`src/rtl/game_view_pkg.sv`:
```
// Shared definitions for the game view redraw path: state codes, class IDs and
// a width helper used by the sequencer, its interface and the bench.
package game_view_pkg;

    // State encoding
    localparam logic [2:0] ST_IDLE  = 3'd0;
    localparam logic [2:0] ST_BG    = 3'd1;
    localparam logic [2:0] ST_RX    = 3'd2;
    localparam logic [2:0] ST_RY    = 3'd3;
    localparam logic [2:0] ST_OBJ   = 3'd4;
    localparam logic [2:0] ST_HOOK  = 3'd5;
    localparam logic [2:0] ST_FWAIT = 3'd6;
    localparam logic [2:0] ST_DONE  = 3'd7;

    typedef enum logic [2:0] {
        StIdle  = ST_IDLE,
        StBg    = ST_BG,
        StRx    = ST_RX,
        StRy    = ST_RY,
        StObj   = ST_OBJ,
        StHook  = ST_HOOK,
        StFwait = ST_FWAIT,
        StDone  = ST_DONE
    } state_e;

    // Object class identifiers
    localparam int unsigned CLASS_GOLD    = 0;
    localparam int unsigned CLASS_STONE   = 1;
    localparam int unsigned CLASS_DIAMOND = 2;

    // Bits needed to index n items, never less than one
    function automatic int unsigned clog2_min1(input int unsigned n);
        return (n <= 2) ? 1 : $clog2(n);
    endfunction

endpackage

```
`src/rtl/scene_draw_sequencer_if.sv`:
```
// Handshake bundle between the redraw sequencer, the game logic and the
// draw/random datapath. master = sequencer side, slave = environment side.
interface scene_draw_sequencer_if #(
    parameter int unsigned N_CLASS = 3,
    parameter int unsigned MAX_OBJ = 5
);
    import game_view_pkg::*;

    localparam int unsigned CLS_W = clog2_min1(N_CLASS);
    localparam int unsigned IDX_W = clog2_min1(MAX_OBJ);

    // Game logic controls
    logic               go;
    logic               frame_tick;
    logic               game_end;
    logic [N_CLASS-1:0] class_en;

    // Draw engine handshakes
    logic               bg_done;
    logic               obj_done;
    logic               hook_done;
    logic               bg_start;
    logic               obj_start;
    logic               hook_start;
    logic [CLS_W-1:0]   obj_class;
    logic [IDX_W-1:0]   obj_index;

    // Random generator and store control, status
    logic               rand_en;
    logic               rand_sel;
    logic               scene_clear;
    logic               busy;
    logic               err;

    modport master (
        input  go, frame_tick, game_end, class_en, bg_done, obj_done, hook_done,
        output bg_start, obj_start, hook_start, obj_class, obj_index,
               rand_en, rand_sel, scene_clear, busy, err
    );

    modport slave (
        output go, frame_tick, game_end, class_en, bg_done, obj_done, hook_done,
        input  bg_start, obj_start, hook_start, obj_class, obj_index,
               rand_en, rand_sel, scene_clear, busy, err
    );

endinterface

```
`src/rtl/handshake_watchdog.sv`:
```
// Shared done/timeout detector for the BG, OBJ and HOOK wait states. The
// counter holds the number of cycles since the current wait state was entered.
module handshake_watchdog #(
    parameter int unsigned TIMEOUT = 1023
) (
    input  logic clk,
    input  logic reset,
    input  logic active,     // FSM is in a wait state
    input  logic start,      // entry cycle of that wait state
    input  logic done,       // done input of the engine being waited on
    output logic fire,       // done or timeout, never on the entry cycle
    output logic timed_out
);

    localparam int unsigned TO_W = $clog2(TIMEOUT + 1);
    localparam logic [TO_W-1:0] TO_VAL = TO_W'(TIMEOUT);

    logic [TO_W-1:0] wd_q;
    logic [TO_W-1:0] wd_d;
    logic            expired;

    // Entry cycle counts as zero, so the register reads 1 on entry+1
    always_comb begin
        wd_d = wd_q;
        if (start) begin
            wd_d = TO_W'(1);
        end else if (active && (wd_q != TO_VAL)) begin
            wd_d = wd_q + TO_W'(1);
        end
    end

    // Watchdog counter register
    always_ff @(posedge clk or posedge reset) begin
        if (reset) begin
            wd_q <= '0;
        end else begin
            wd_q <= wd_d;
        end
    end

    // Done on the entry cycle is ignored
    always_comb begin
        expired   = (wd_q == TO_VAL);
        fire      = active && !start && (done || expired);
        timed_out = active && !start && !done && expired;
    end

endmodule

```
`src/rtl/scene_draw_sequencer.sv`:
```
// Per-frame redraw sequencer: background, each enabled object class, then the
// hook. Random X/Y are loaded only while the round's layout is not yet valid.
module scene_draw_sequencer
    import game_view_pkg::*;
#(
    parameter int unsigned N_CLASS = 3,
    parameter int unsigned MAX_OBJ = 5,
    parameter int unsigned TIMEOUT = 1023
) (
    input logic                   clk,
    input logic                   reset,
    scene_draw_sequencer_if.master bus
);

    localparam int unsigned CLS_W = clog2_min1(N_CLASS);
    localparam int unsigned IDX_W = clog2_min1(MAX_OBJ);
    localparam logic [IDX_W-1:0] IDX_LAST = IDX_W'(MAX_OBJ - 1);

    state_e           state_q, state_d;
    logic [CLS_W-1:0] cls_q, cls_d;
    logic [IDX_W-1:0] idx_q, idx_d;
    logic             layout_q, layout_d;
    logic             first_q, first_d;
    logic             err_q, err_d;

    logic             clear;
    logic             lo_found, up_found;
    logic [CLS_W-1:0] lo_cls, up_cls;
    logic             wait_active, wait_done;
    logic             fire, timed_out;
    state_e           obj_entry;

    // Lowest enabled class overall, and lowest enabled class above cls
    always_comb begin
        lo_found = 1'b0;
        lo_cls   = '0;
        up_found = 1'b0;
        up_cls   = '0;
        for (int i = N_CLASS - 1; i >= 0; i--) begin
            if (bus.class_en[i]) begin
                lo_found = 1'b1;
                lo_cls   = CLS_W'(i);
            end
            if (bus.class_en[i] && (i > int'(cls_q))) begin
                up_found = 1'b1;
                up_cls   = CLS_W'(i);
            end
        end
    end

    // Select the done input belonging to the current wait state
    always_comb begin
        wait_active = 1'b0;
        wait_done   = 1'b0;
        case (state_q)
            StBg: begin
                wait_active = 1'b1;
                wait_done   = bus.bg_done;
            end
            StObj: begin
                wait_active = 1'b1;
                wait_done   = bus.obj_done;
            end
            StHook: begin
                wait_active = 1'b1;
                wait_done   = bus.hook_done;
            end
            default: begin
                wait_active = 1'b0;
                wait_done   = 1'b0;
            end
        endcase
    end

    handshake_watchdog #(
        .TIMEOUT(TIMEOUT)
    ) u_watchdog (
        .clk      (clk),
        .reset    (reset),
        .active   (wait_active),
        .start    (first_q),
        .done     (wait_done),
        .fire     (fire),
        .timed_out(timed_out)
    );

    // Next-state logic; first_d marks entry into a wait state, including OBJ->OBJ
    always_comb begin
        state_d   = state_q;
        cls_d     = cls_q;
        idx_d     = idx_q;
        layout_d  = layout_q;
        first_d   = 1'b0;
        clear     = 1'b0;
        err_d     = err_q | timed_out;
        obj_entry = layout_q ? StObj : StRx;
        case (state_q)
            StIdle, StDone: begin
                if (bus.go) begin
                    state_d  = StBg;
                    layout_d = 1'b0;
                    clear    = 1'b1;
                    first_d  = 1'b1;
                end
            end
            StBg: begin
                if (fire) begin
                    if (lo_found) begin
                        cls_d   = lo_cls;
                        idx_d   = '0;
                        state_d = obj_entry;
                        first_d = layout_q;
                    end else begin
                        state_d = StHook;
                        first_d = 1'b1;
                    end
                end
            end
            StRx: begin
                state_d = StRy;
            end
            StRy: begin
                state_d = StObj;
                first_d = 1'b1;
            end
            StObj: begin
                if (fire) begin
                    if (idx_q != IDX_LAST) begin
                        idx_d   = idx_q + IDX_W'(1);
                        state_d = obj_entry;
                        first_d = layout_q;
                    end else if (up_found) begin
                        cls_d   = up_cls;
                        idx_d   = '0;
                        state_d = obj_entry;
                        first_d = layout_q;
                    end else begin
                        state_d = StHook;
                        first_d = 1'b1;
                    end
                end
            end
            StHook: begin
                if (fire) begin
                    state_d  = StFwait;
                    layout_d = 1'b1;
                end
            end
            StFwait: begin
                // game_end has priority over a coincident tick
                if (bus.game_end) begin
                    state_d = StDone;
                end else if (bus.frame_tick) begin
                    state_d = StBg;
                    first_d = 1'b1;
                end
            end
            default: begin
                state_d = StIdle;
            end
        endcase
    end

    // State and counter registers
    always_ff @(posedge clk or posedge reset) begin
        if (reset) begin
            state_q  <= StIdle;
            cls_q    <= '0;
            idx_q    <= '0;
            layout_q <= 1'b0;
            first_q  <= 1'b0;
            err_q    <= 1'b0;
        end else begin
            state_q  <= state_d;
            cls_q    <= cls_d;
            idx_q    <= idx_d;
            layout_q <= layout_d;
            first_q  <= first_d;
            err_q    <= err_d;
        end
    end

    // Outputs decoded from state; scene_clear is gated so reset forces it low
    always_comb begin
        bus.bg_start    = first_q && (state_q == StBg);
        bus.obj_start   = first_q && (state_q == StObj);
        bus.hook_start  = first_q && (state_q == StHook);
        bus.obj_class   = cls_q;
        bus.obj_index   = idx_q;
        bus.rand_en     = (state_q == StRx) || (state_q == StRy);
        bus.rand_sel    = (state_q == StRy);
        bus.scene_clear = clear && !reset;
        bus.busy        = (state_q != StIdle) && (state_q != StDone);
        bus.err         = err_q;
    end

endmodule

```
`src/flat_wrapper.sv`:
```
// flat-port wrapper written by rule: the top's interface ports become plain ports
module scene_draw_sequencer_flat import game_view_pkg::*;
#(
    parameter int unsigned N_CLASS = 3,
    parameter int unsigned MAX_OBJ = 5,
    parameter int unsigned TIMEOUT = 1023
)
  (clk, reset, bus_go, bus_frame_tick, bus_game_end, bus_class_en, bus_bg_done, bus_obj_done, bus_hook_done, bus_bg_start, bus_obj_start, bus_hook_start, bus_obj_class, bus_obj_index, bus_rand_en, bus_rand_sel, bus_scene_clear, bus_busy, bus_err);
  scene_draw_sequencer_if #(.N_CLASS(N_CLASS), .MAX_OBJ(MAX_OBJ)) bus_i ();
  input logic clk;
  input logic reset;
  input wire logic [$bits(bus_i.go)-1:0] bus_go;
  input wire logic [$bits(bus_i.frame_tick)-1:0] bus_frame_tick;
  input wire logic [$bits(bus_i.game_end)-1:0] bus_game_end;
  input wire logic [$bits(bus_i.class_en)-1:0] bus_class_en;
  input wire logic [$bits(bus_i.bg_done)-1:0] bus_bg_done;
  input wire logic [$bits(bus_i.obj_done)-1:0] bus_obj_done;
  input wire logic [$bits(bus_i.hook_done)-1:0] bus_hook_done;
  output wire logic [$bits(bus_i.bg_start)-1:0] bus_bg_start;
  output wire logic [$bits(bus_i.obj_start)-1:0] bus_obj_start;
  output wire logic [$bits(bus_i.hook_start)-1:0] bus_hook_start;
  output wire logic [$bits(bus_i.obj_class)-1:0] bus_obj_class;
  output wire logic [$bits(bus_i.obj_index)-1:0] bus_obj_index;
  output wire logic [$bits(bus_i.rand_en)-1:0] bus_rand_en;
  output wire logic [$bits(bus_i.rand_sel)-1:0] bus_rand_sel;
  output wire logic [$bits(bus_i.scene_clear)-1:0] bus_scene_clear;
  output wire logic [$bits(bus_i.busy)-1:0] bus_busy;
  output wire logic [$bits(bus_i.err)-1:0] bus_err;
  assign bus_i.go = bus_go;
  assign bus_i.frame_tick = bus_frame_tick;
  assign bus_i.game_end = bus_game_end;
  assign bus_i.class_en = bus_class_en;
  assign bus_i.bg_done = bus_bg_done;
  assign bus_i.obj_done = bus_obj_done;
  assign bus_i.hook_done = bus_hook_done;
  assign bus_bg_start = bus_i.bg_start;
  assign bus_obj_start = bus_i.obj_start;
  assign bus_hook_start = bus_i.hook_start;
  assign bus_obj_class = bus_i.obj_class;
  assign bus_obj_index = bus_i.obj_index;
  assign bus_rand_en = bus_i.rand_en;
  assign bus_rand_sel = bus_i.rand_sel;
  assign bus_scene_clear = bus_i.scene_clear;
  assign bus_busy = bus_i.busy;
  assign bus_err = bus_i.err;
  scene_draw_sequencer #(.N_CLASS(N_CLASS), .MAX_OBJ(MAX_OBJ), .TIMEOUT(TIMEOUT)) u_core (.clk(clk), .reset(reset), .bus(bus_i));
endmodule
```
`config.mk`:
```
export PLATFORM = sky130hd
export DESIGN_NAME = scene_draw_sequencer_flat
export DESIGN_NICKNAME = d
export VERILOG_FILES = /design/src/rtl/game_view_pkg.sv /design/src/rtl/scene_draw_sequencer_if.sv /design/src/rtl/handshake_watchdog.sv /design/src/rtl/scene_draw_sequencer.sv /design/src/flat_wrapper.sv
export SDC_FILE = /design/constraint.sdc
export NUM_CORES = 1
export LEC_CHECK = 0
export ABC_CLOCK_PERIOD_IN_PS = 1800
export CORE_ASPECT_RATIO = 1.5
export CORE_MARGIN = 2
export CORE_UTILIZATION = 35
export CTS_BUF_LIST = sky130_fd_sc_hd__clkbuf_8
export DETAILED_ROUTE_END_ITERATION = 6
export HOLD_SLACK_MARGIN = 0.03
export PLACE_DENSITY = 0.59
export SYNTH_ARGS = -nofsm -noshare
export SYNTH_HDL_FRONTEND = slang
export SYNTH_SLANG_ARGS = --single-unit
```
`constraint.sdc`:
```
create_clock -name clk -period 1.8 [get_ports clk]
set_input_delay 0.36 -clock clk [delete_from_list [all_inputs] [get_ports clk]]
set_output_delay 0.36 -clock clk [all_outputs]
set_load 0.05 [all_outputs]
```
---- Word level (Yosys, flattened, before mapping) ----
Index checks and enable logic that the tools add are counted.
storage, ports and cells
  register bits ........................... 21
  input bits .............................. 11
  output and inout port bits .............. 13
operators by class
  $add $sub $neg .......................... 2
  magnitude comparators ................... 2
  equality and inequality tests ........... 20
  muxes and demuxes ....................... 50
  bitwise gates (word level) .............. 1
  reductions and logical operators ........ 28
operators by type and width
  kind                     count
  $mux W3                  15
  $pmux W3 S7              1
  $mux W10                 2
  $mux W2                  10
  $mux W1                  17
  $eq A3 B3 Y1 const B     4
  $logic_and A1 B1 Y1      12
  $add A10 B1 Y10 const B  1
  $eq A10 B10 Y1 const B   1
  $ne A10 B10 Y1 const B   1
  $ne A2 B1 Y1 const B     5
  $reduce_and A5 Y1        2
  $ne A3 B3 Y1 const B     3
  $eq A3 B2 Y1 const B     2
  $pmux W3 S2              1
  $reduce_and A6 Y1        1
  $reduce_bool A2 Y1       3
  $pmux W1 S5              1
  $ne A2 B2 Y1 const B     2
  $pmux W2 S2              1
  $add A3 B1 Y3 const B    1
  $eq A3 B1 Y1 const B     1
  $logic_not A1 Y1         3
  $logic_not A3 Y1         1
  other kinds (11)         12

---- Logic depth before layout (Yosys ltp) ----
Gate-level depths: netlist of run 1.
  depth after elaboration ................. 8
  depth in mapped cells ................... 7
  mapped depth without buffers ............ 7

---- Modules after synthesis ----
From an unflattened synthesis of run 1, not the netlist that was laid out.
second synthesis, totals
  cells, all modules ...................... 181
  area total of the unflattened synthesis .. 1584.0 sq um
modules (own cells, without submodules)
  module                instances  cells an instance  area each (sq um)  seq. area each (sq um)
  scene_draw_sequencer  1          111                922.1              275.3
  handshake_watchdog    1          70                 661.9              250.2

---- Worst setup path after synthesis of run 1 ----
No wires, ideal clock.
  kind .................................... register to output
  start ................................... register u_core.state_q[2]
  end ..................................... output port bus_scene_clear
  arrival ................................. 2483 ps
  path slack .............................. -1043 ps
  cell stages (with the launch flop) ...... 6
  cells stage by stage .................... dfrtp_1 buf_4 clkbuf_1 nor2_1 a21oi_1 nor3b_1
between the ends
  word-level cells in the longest chain between the ends .. 4
ends and longest elaborated chain
  item                                                     RTL line                     source
  start, declared                                          scene_draw_sequencer.sv:19   state_e state_q, state_d;
  start signal, assigned                                   scene_draw_sequencer.sv:167  state_q <= StIdle;
  start signal, assigned                                   scene_draw_sequencer.sv:174  state_q <= state_d;
  $eq A3 B3 Y1 / $logic_not A3 Y1 (equally long branches)  scene_draw_sequencer.sv:97   case (state_q)
  $reduce_or A2 Y1 *                                       scene_draw_sequencer.sv:97
  $mux W1 *                                                scene_draw_sequencer.sv:97
  $logic_and A1 B1 Y1 *                                    scene_draw_sequencer.sv:192  bus.scene_clear = clear && !reset;
  end, declared                                            flat_wrapper.sv:26           output wire logic [$bits(bus_i.scene_clear)-1:0] bus_scene_clear;
Mark *: on every way between the ends. The rest lies on a longest branch, timed or not.

---- Final worst setup path of run 1 ----
Same ends and word-level chain as after synthesis.

==> metrics.log, run 1 <==
INFO  metric outcome = complete, but fails checks
INFO  metric failing_checks = setup timing
INFO  metric synthesis.instances = 174
INFO  metric timing.critical_path.required = 1.44 ns
INFO  metric final_core_util = 59.96%
INFO  metric pin_count_of_the_biggest_net_entering_global_routing = 22
INFO  metric max-slew-margin-rel = 63.77%
INFO  metric route.antenna.remaining_nets = 0
INFO  metric start_to_end_type_of_the_worst_setup_path = reg2out
INFO  metric critPathSlowestCell = sky130_fd_sc_hd__dfrtp_1
INFO  metric floorplan.initialDensity = 36.62%
INFO  metric dpl_worst_slack = -0.3095 ns
INFO  metric final_critical_path_setup_slack = -0.1169 ns
INFO  metric clk-insertion-delay-late = 0.26 ns
INFO  metric synth_top_area_share = 35.93%
INFO  metric max-vdd-ir-drop = 1300 uV
INFO  metric die_width = 56.78 um
INFO  metric design.die.area = 4723 sq um
INFO  metric avgSynthCellArea = 8.406 sq um
INFO  metric clk_pin_slew_worst_paths = 0.08 ns
INFO  metric initial_antenna_violation_count = 0
INFO  metric synth.cell_area = 1463 sq um
INFO  metric static_power_due_to_leakage = 0.001033 uW
INFO  metric detail_route.vias_per_cell = 5.541
INFO  metric final.fill_count = 354
INFO  metric hold_path_class = reg2reg
INFO  metric grt_pass1_wl = 6.686 mm
INFO  metric port_buffer_cells = 23
INFO  metric synth_top_cells_by_area = sky130_fd_sc_hd__dfrtp_1 (36%), sky130_fd_sc_hd__nor3_1 (4.8%), sky130_fd_sc_hd__nor2_1 (4.6%)
INFO  metric setup.worst_path.start_class = flop
INFO  metric timing.fmax = 521.7 MHz
INFO  metric critPathMaxStageDelay = 0.40 ns
INFO  metric drive_gt1_share = 40.76%
INFO  metric ctsHtreeMaxLevel = 1
INFO  metric gr-usage-all-layers = 17.52%
INFO  metric globalRoute.totalOverflow = 0
INFO  metric end_kind = output pin
INFO  metric clk_path_buf_depth = 2
INFO  metric detailed_router_s_first_iteration_violation_count = 33
INFO  metric io_pins = 24
INFO  metric min_period = 1.917 ns
INFO  metric post-route-drc-count = 0
INFO  metric drt_wl_total = 4.327 mm
INFO  metric n_antenna_cell = 0
INFO  metric worstPathMaxFanout = 5
INFO  metric clockRootBuffer = sky130_fd_sc_hd__clkbuf_8
INFO  metric max_cap_violations = 0
INFO  metric die_h = 83.18 um
INFO  metric cts_num_sinks = 21
INFO  metric max_slew.worst_pin.slew = 0.5393 ns
INFO  metric setup-violations-final = 9
INFO  metric report.final.hold_viol_count = 0
INFO  metric tritoncts.num_buffers = 3
INFO  metric ys_dominant_reg_cell = sky130_fd_sc_hd__dfrtp_1
INFO  metric yosys_warnings = 0
INFO  metric critical_path.most_common_cell = sky130_fd_sc_hd__buf_12
INFO  metric fin_nets = 253
INFO  metric vias_in_the_first_global_route = 1545
INFO  metric syn_nets = 188
INFO  metric fin_worst_skew = 0.001863 ns
INFO  metric synth-edff-count = 0
INFO  metric critical_path_arrival = 1.56 ns
INFO  metric post-synth-top-area-cell = sky130_fd_sc_hd__dfrtp_1
INFO  metric cts_tree = done
INFO  metric synth_async_sr_flop_share = 100.0%
INFO  metric ys_seq_area_share = 35.93%
INFO  metric wl_per_cell = 15.29 um
INFO  metric count_of_cell_types_in_the_netlist = 51
INFO  metric rsz0062_at_grt = yes
INFO  metric worst_r2r_path_depth = 8
INFO  metric critical_path.cell_chain = buf_12 > clkinvlp_4 > nor3_4 > a21oi_4 > nor3b_4 > buf_12
INFO  metric slew_viol_final = 0
INFO  metric area_delta_synth_final = 63.73%
INFO  metric yosys_register_bits = 21
INFO  metric finalWeightedCongestion = 0.8485
INFO  metric period_share = 106.5%
INFO  metric design.core.area = 3994 sq um
INFO  metric drtPass1Iterations = 4
INFO  metric min_delay_path_depth = 1
INFO  metric power_density_over_cell_area = 1526 nW/um^2
INFO  metric via_count = 1568
INFO  metric hpwl = 2.962 mm
INFO  metric rows = 28
==> cell type report <==
class                           count  area [sq um]  share of cell area (%)
Clock buffer                        3         41.29                   1.724
Sequential cell                    21         531.8                   22.20
Multi-Input combinational cell    135          1046                   43.68
Inverter                           11         45.04                   1.881
Timing Repair Buffer               67         670.6                   28.00
Tap cell                           45         56.30                   2.351
Clock inverter                      1         3.754                  0.1567
==> timing repair <==
| item | in CTS | in global routing |
|---|---|---|
| setup endpoints to repair | 10 | 17 |
| hold buffers | 0 | 0 |
| gates resized for setup | 12 | 29 |
| cloned | 1 | 0 |
| pin swaps | 2 | 12 |
| setup buffers | 6 | 8 |
==> worst max-delay path, delay by kind of cell (launching register included) <==
kind	cells	cell delay [ns]
buf+inv	3	0.42
simple gates	2	0.41
flops	1	0.40
compound gates	1	0.06
==> cell usage after synthesis, types with 2 or more instances <==
library cell               number
sky130_fd_sc_hd__or2_1          2
sky130_fd_sc_hd__a31oi_1        4
sky130_fd_sc_hd__xnor2_1        7
sky130_fd_sc_hd__o31ai_1        2
sky130_fd_sc_hd__xor2_1         3
sky130_fd_sc_hd__o22ai_1        2
sky130_fd_sc_hd__inv_1         10
sky130_fd_sc_hd__o21bai_1       2
sky130_fd_sc_hd__nor4_1         2
sky130_fd_sc_hd__or3_1          2
sky130_fd_sc_hd__mux2i_1        4
sky130_fd_sc_hd__and2_1         2
sky130_fd_sc_hd__nand2b_1       2
sky130_fd_sc_hd__nor3b_1        2
sky130_fd_sc_hd__clkbuf_1       4
sky130_fd_sc_hd__nand3_1        9
sky130_fd_sc_hd__ha_1           3
sky130_fd_sc_hd__a21oi_1        9
sky130_fd_sc_hd__or4_1          2
sky130_fd_sc_hd__dfrtp_1       21
sky130_fd_sc_hd__and3_1         3
sky130_fd_sc_hd__nor2_1        18
sky130_fd_sc_hd__nand2_1        8
sky130_fd_sc_hd__o21ai_0       11
sky130_fd_sc_hd__nor3_1        14
==> state kept, by name, indices dropped and copies added, names as in the netlist <==
name / cells
u_core.bus.err: 1
u_core.bus.obj_class: 2
u_core.bus.obj_index: 3
u_core.first_q: 1
u_core.layout_q: 1
u_core.state_q: 3
u_core.u_watchdog.wd_q: 10
==> cells by family (layout without fill, tap and decap cells) <==
family / count (synthesis) / count (layout) / synth area share [%]
multiplexers: 5 / 5 / 3.507
flip-flops: 21 / 21 / 35.93
XOR/XNOR: 10 / 10 / 5.988
adder cells (fa/ha/maj): 3 / 3 / 2.567
AND/OR/NAND/NOR: 75 / 75 / 27.46
AO/OA/AOI/OAI: 42 / 42 / 19.59
buffers and inverters: 18 / 82 / 4.961
==> cells in the final DEF (no fill, tap or decap), types with 2 or more instances in the layout <==
| master | synthesis | final |
|---|---|---|
| sky130_fd_sc_hd__buf_4 | 1 | 44 |
| sky130_fd_sc_hd__a21oi_4 | 1 | 3 |
| sky130_fd_sc_hd__buf_6 | 0 | 3 |
| sky130_fd_sc_hd__dfrtp_2 | 0 | 5 |
| sky130_fd_sc_hd__and3_1 | 3 | 3 |
| sky130_fd_sc_hd__inv_1 | 10 | 10 |
| sky130_fd_sc_hd__a21oi_1 | 9 | 7 |
| sky130_fd_sc_hd__nor2_1 | 18 | 17 |
| sky130_fd_sc_hd__nor3_1 | 14 | 11 |
| sky130_fd_sc_hd__o31ai_1 | 2 | 2 |
| sky130_fd_sc_hd__a31oi_1 | 4 | 4 |
| sky130_fd_sc_hd__buf_12 | 0 | 8 |
| sky130_fd_sc_hd__clkdlybuf4s50_1 | 0 | 9 |
| sky130_fd_sc_hd__o21ai_0 | 11 | 9 |
| sky130_fd_sc_hd__or2_1 | 2 | 2 |
| sky130_fd_sc_hd__dfrtp_1 | 21 | 16 |
| sky130_fd_sc_hd__or3_4 | 1 | 2 |
| sky130_fd_sc_hd__ha_1 | 3 | 3 |
| sky130_fd_sc_hd__clkbuf_8 | 0 | 3 |
| sky130_fd_sc_hd__or3_1 | 2 | 2 |
| sky130_fd_sc_hd__nand2_1 | 8 | 6 |
| sky130_fd_sc_hd__mux2i_1 | 4 | 4 |
| sky130_fd_sc_hd__nand3_1 | 9 | 7 |
| sky130_fd_sc_hd__nor3_4 | 0 | 3 |
| sky130_fd_sc_hd__o21ai_1 | 1 | 2 |
| sky130_fd_sc_hd__nand2b_1 | 2 | 2 |
| sky130_fd_sc_hd__o21bai_1 | 2 | 2 |
| sky130_fd_sc_hd__xnor2_1 | 7 | 6 |
| sky130_fd_sc_hd__xor2_1 | 3 | 3 |
==> stage by stage <==
step	std cells	power (uW)	setup TNS [ns]	instance area, sq um	hold slack [ns]
floorplan	174	1976	-0.3704	1496	0.3362
global placement	264	2741	-2.038	2037	0.4696
detailed placement	264	2759	-2.237	2037	0.4720
CTS	275	3325	-0.1212	2198	0.4944
global route	283	3866	-1.299	2395	0.5094
finish	283	3655	-0.3668	2395	0.4920
==> worst paths after layout <==
check                             startpoint                      end  slack (ns)
setup / recovery           u_core.state_q[2]          bus_scene_clear       -0.12
hold / removal                u_core.bus.err           u_core.bus.err        0.49
setup reg to reg           u_core.state_q[2]        u_core.state_q[0]       -0.03
hold reg to reg               u_core.bus.err           u_core.bus.err        0.49
max in group asynchronous              reset  u_core.bus.obj_index[1]        1.01
min in group asynchronous              reset           u_core.first_q        0.54
==> power breakdown <==
group          switching (uW)  internal, uW  leakage [uW]
clock                     158           152     0.0000269
combinational            1360          1270      0.000738
sequential                117           593      0.000268
==> routing by layer <==
metal	track usage (%)	vias up	share of wire, %
met5	0	-	0
met4	7.611	0	1.9
li1	-	754	-
met3	2.336	7	2.9
met1	19.08	770	38
met2	32.66	37	57
(Power assumes the default switching activity.)
==> inputs of run 2 (changes only) <==
- CTS_CLUSTER_DIAMETER: default -> 150
==> results of run 2 <==
Same layout as run 1: the final DEF is identical, and so are final timing and power.
==> inputs of run 3 (changes only) <==
- CELL_PAD_IN_SITES_DETAIL_PLACEMENT: default -> 1
- CELL_PAD_IN_SITES_GLOBAL_PLACEMENT: default -> 2
- CORE_UTILIZATION: 35 -> 33
- PLACE_DENSITY: 0.59 -> 0.85
==> run 3 against run 2 <==
  * The run still ends with setup timing left
  * Die area up 5.7%
  * Clock power about the same
  * Cell count down 0.35%
  * Non-clock buffer count down 2
  * Combinational power down 2%
  * Sequential power up 10%
  * First-iteration DRC count up 36%
  * Final area down 2.6%
  * Routed wire length up 25%
  * Clock-buffer cell count unchanged
  * Sequential cell count unchanged
  * Critical path type is now in2reg
  * Largest cell class unchanged
  * Highest routed layer unchanged
==> metrics.log, run 3 (same netlist as run 1, synthesis figures left out) <==
INFO  metric outcome = complete, but fails checks
INFO  metric failing_checks = setup timing
INFO  metric drive_gt1_share = 43.22%
INFO  metric cts_tree = done
INFO  metric most-common-layout-cells = sky130_fd_sc_hd__buf_4 (46), sky130_fd_sc_hd__nor2_1 (16), sky130_fd_sc_hd__dfrtp_1 (13)
INFO  metric via_count = 1577
INFO  metric hold_path_class = reg2reg
INFO  metric finalWeightedCongestion = 0.8099
INFO  metric reg2reg_slack = -0.05 ns
INFO  metric route.antenna.remaining_nets = 0
INFO  metric max_cap_violations = 0
INFO  metric io_pins = 24
INFO  metric dpl-instance-area = 2036 sq um
INFO  metric design.die.area = 4992 sq um
INFO  metric report.final.hold_viol_count = 0
INFO  metric die_h = 85.54 um
INFO  metric setup.worst_path.start_class = primary input
INFO  metric slew_viol_final = 0
INFO  metric critPathMaxStageDelay = 0.55 ns
INFO  metric vias_in_the_first_global_route = 1731
INFO  metric initial_antenna_violation_count = 0
INFO  metric max_slew.worst_pin.slew = 0.4762 ns
INFO  metric dpl_worst_slack = -0.3256 ns
INFO  metric static_power_due_to_leakage = 0.0009988 uW
INFO  metric final_critical_path_setup_slack = -0.06071 ns
INFO  metric clk-insertion-delay-late = 0.26 ns
INFO  metric min_period = 1.861 ns
INFO  metric drtPass1Iterations = 4
INFO  metric regToRegEndpoint = u_core.bus.obj_index[2]
INFO  metric multiInputGateArea = 1051 sq um
INFO  metric crit-reg2reg-launch = u_core.state_q[2]
INFO  metric gr-usage-all-layers = 21.92%
INFO  metric rsz0062_at_grt = yes
INFO  metric floorplan.initialDensity = 34.45%
INFO  metric clk_path_buf_depth = 2
INFO  metric critical_path_arrival = 2.00 ns
INFO  metric largest_register_ffs = 10
INFO  metric start_to_end_type_of_the_worst_setup_path = in2reg
INFO  metric max-slew-margin-rel = 68.01%
INFO  metric cts_num_sinks = 21
INFO  metric timing.critical_path.required = 1.94 ns
INFO  metric ctsHtreeMaxLevel = 1
INFO  metric rows = 29
INFO  metric final.fill_count = 496
INFO  metric end_kind = flop
INFO  metric max-vdd-ir-drop = 964.6 uV
INFO  metric area_delta_synth_final = 59.54%
INFO  metric fin_nets = 251
INFO  metric n_antenna_cell = 0
INFO  metric detailed_router_s_first_iteration_violation_count = 45
INFO  metric globalRoute.totalOverflow = 0
INFO  metric worstPathMaxFanout = 5
INFO  metric wl_per_cell = 19.11 um
INFO  metric worst_r2r_path_depth = 6
INFO  metric clockRootBuffer = sky130_fd_sc_hd__clkbuf_8
INFO  metric hpwl = 3.816 mm
INFO  metric setup-violations-final = 5
INFO  metric timing.hold.worst_endpoint = u_core.bus.err
INFO  metric final_core_util = 54.97%
INFO  metric drt_wl_total = 5.390 mm
INFO  metric cts_hold_buffers = 0
INFO  metric min_delay_path_depth = 1
INFO  metric timing.fmax = 537.4 MHz
INFO  metric whs = 0.5018 ns
INFO  metric pin_count_of_the_biggest_net_entering_global_routing = 22
INFO  metric seq_area = 535.5 sq um
INFO  metric fin_worst_skew = 0.005354 ns
INFO  metric post-route-drc-count = 0
INFO  metric startpoint_of_the_worst_hold_path = u_core.bus.err
INFO  metric grt_pass1_wl = 8.562 mm
INFO  metric tritoncts.num_buffers = 3
INFO  metric clk_pin_slew_worst_paths = 0.08 ns
INFO  metric critPathSlowestCell = sky130_fd_sc_hd__clkdlybuf4s50_1
INFO  metric port_buffer_cells = 23
INFO  metric layout.cell_area.non_filler = 2333 sq um
INFO  metric detail_route.vias_per_cell = 5.592
INFO  metric mostFrequentLayoutCell = sky130_fd_sc_hd__buf_4
INFO  metric period_share = 103.4%
INFO  metric critical_path.cell_chain = clkdlybuf4s50_1 > nor4_2 > a2111o_1 > a21oi_4 > a21boi_1 > mux2i_1
INFO  metric power_density_over_cell_area = 1573 nW/um^2
INFO  metric design.core.area = 4245 sq um
INFO  metric die_width = 58.36 um
INFO  metric regMostFlops = u_core.u_watchdog.wd_q
==> run 3: changes by cell type in the layout (fill, tap and decap cells not counted), moves of 2 or more <==
| cell | before | now |
|---|---|---|
| sky130_fd_sc_hd__buf_12 | 8 | 6 |
| sky130_fd_sc_hd__dfrtp_2 | 5 | 8 |
| sky130_fd_sc_hd__ha_1 | 3 | 1 |
| sky130_fd_sc_hd__buf_4 | 44 | 46 |
| sky130_fd_sc_hd__nor3_2 | 0 | 3 |
| sky130_fd_sc_hd__dfrtp_1 | 16 | 13 |
| sky130_fd_sc_hd__nor3_4 | 3 | 1 |
==> run 3: timing repair <==
| action | in CTS | in global routing |
|---|---|---|
| pin swaps | 10 | 4 |
| endpoints found under the setup margin | 13 | 17 |
| buffers inserted | 5 | 5 |
| resized for setup | 23 | 21 |
| endpoints found under the hold margin | 0 | 0 |
==> run 3: per-layer routing <==
metal	GRT usage (%)	wire length (um)	vias up
met1	24.53	2046	790
met3	1.961	119	13
met5	0	0	-
met2	43.31	3094	28
li1	-	-	746
met4	4.017	129	0
==> run 3: critical path, delay by kind of cell <==
| family | cells | cell delay, ns |
|---|---|---|
| AO/OA/AOI/OAI | 3 | 0.90 |
| multiplexers | 1 | 0.10 |
| buffers and inverters | 1 | 0.55 |
| AND/OR/NAND/NOR | 1 | 0.08 |
==> run 3: through the flow <==
stage | cells | setup TNS, ns | total power (uW)
after floorplan | 174 | -0.3704 | 1976
after global placement | 268 | -1.792 | 2734
after global routing | 282 | -0.6462 | 3890
after detailed placement | 268 | -2.261 | 2839
after CTS | 277 | -0.06099 | 3375
final | 282 | -0.1837 | 3671
==> run 3: final cells by class <==
cell class,instances,area share (%)
clock inverters,1,0.1609
well taps,46,2.466
multi-input cells,135,45.04
repair buffers,65,25.74
flip-flops and latches,21,22.95
clock buffers,3,1.769
inverters,11,1.877
==> run 3: worst max-delay path by stage <==
stage / from / endpoint / slack, ns / cells past startpoint
floorplan: u_core.state_q[2] / bus_scene_clear / -0.22 / 5
CTS: u_core.state_q[1] / bus_scene_clear / -0.06 / 5
finish: bus_class_en[0] / u_core.bus.obj_index[2] / -0.06 / 6
global route: bus_class_en[0] / u_core.bus.obj_index[2] / -0.16 / 7
detailed placement: bus_class_en[1] / u_core.state_q[1] / -0.33 / 6
global placement: bus_class_en[1] / u_core.state_q[1] / -0.25 / 6
==> run 3: where the power goes <==
| part | switching (uW) | internal, uW | total, uW | leakage (uW) |
|---|---|---|---|---|
| sequential | 187 | 596 | 783 | 0.000264 |
| clock | 156 | 152 | 308 | 0.0000269 |
| combinational | 1410 | 1170 | 2580 | 0.000708 |
| total | 1750 | 1920 | 3670 | 0.000999 |
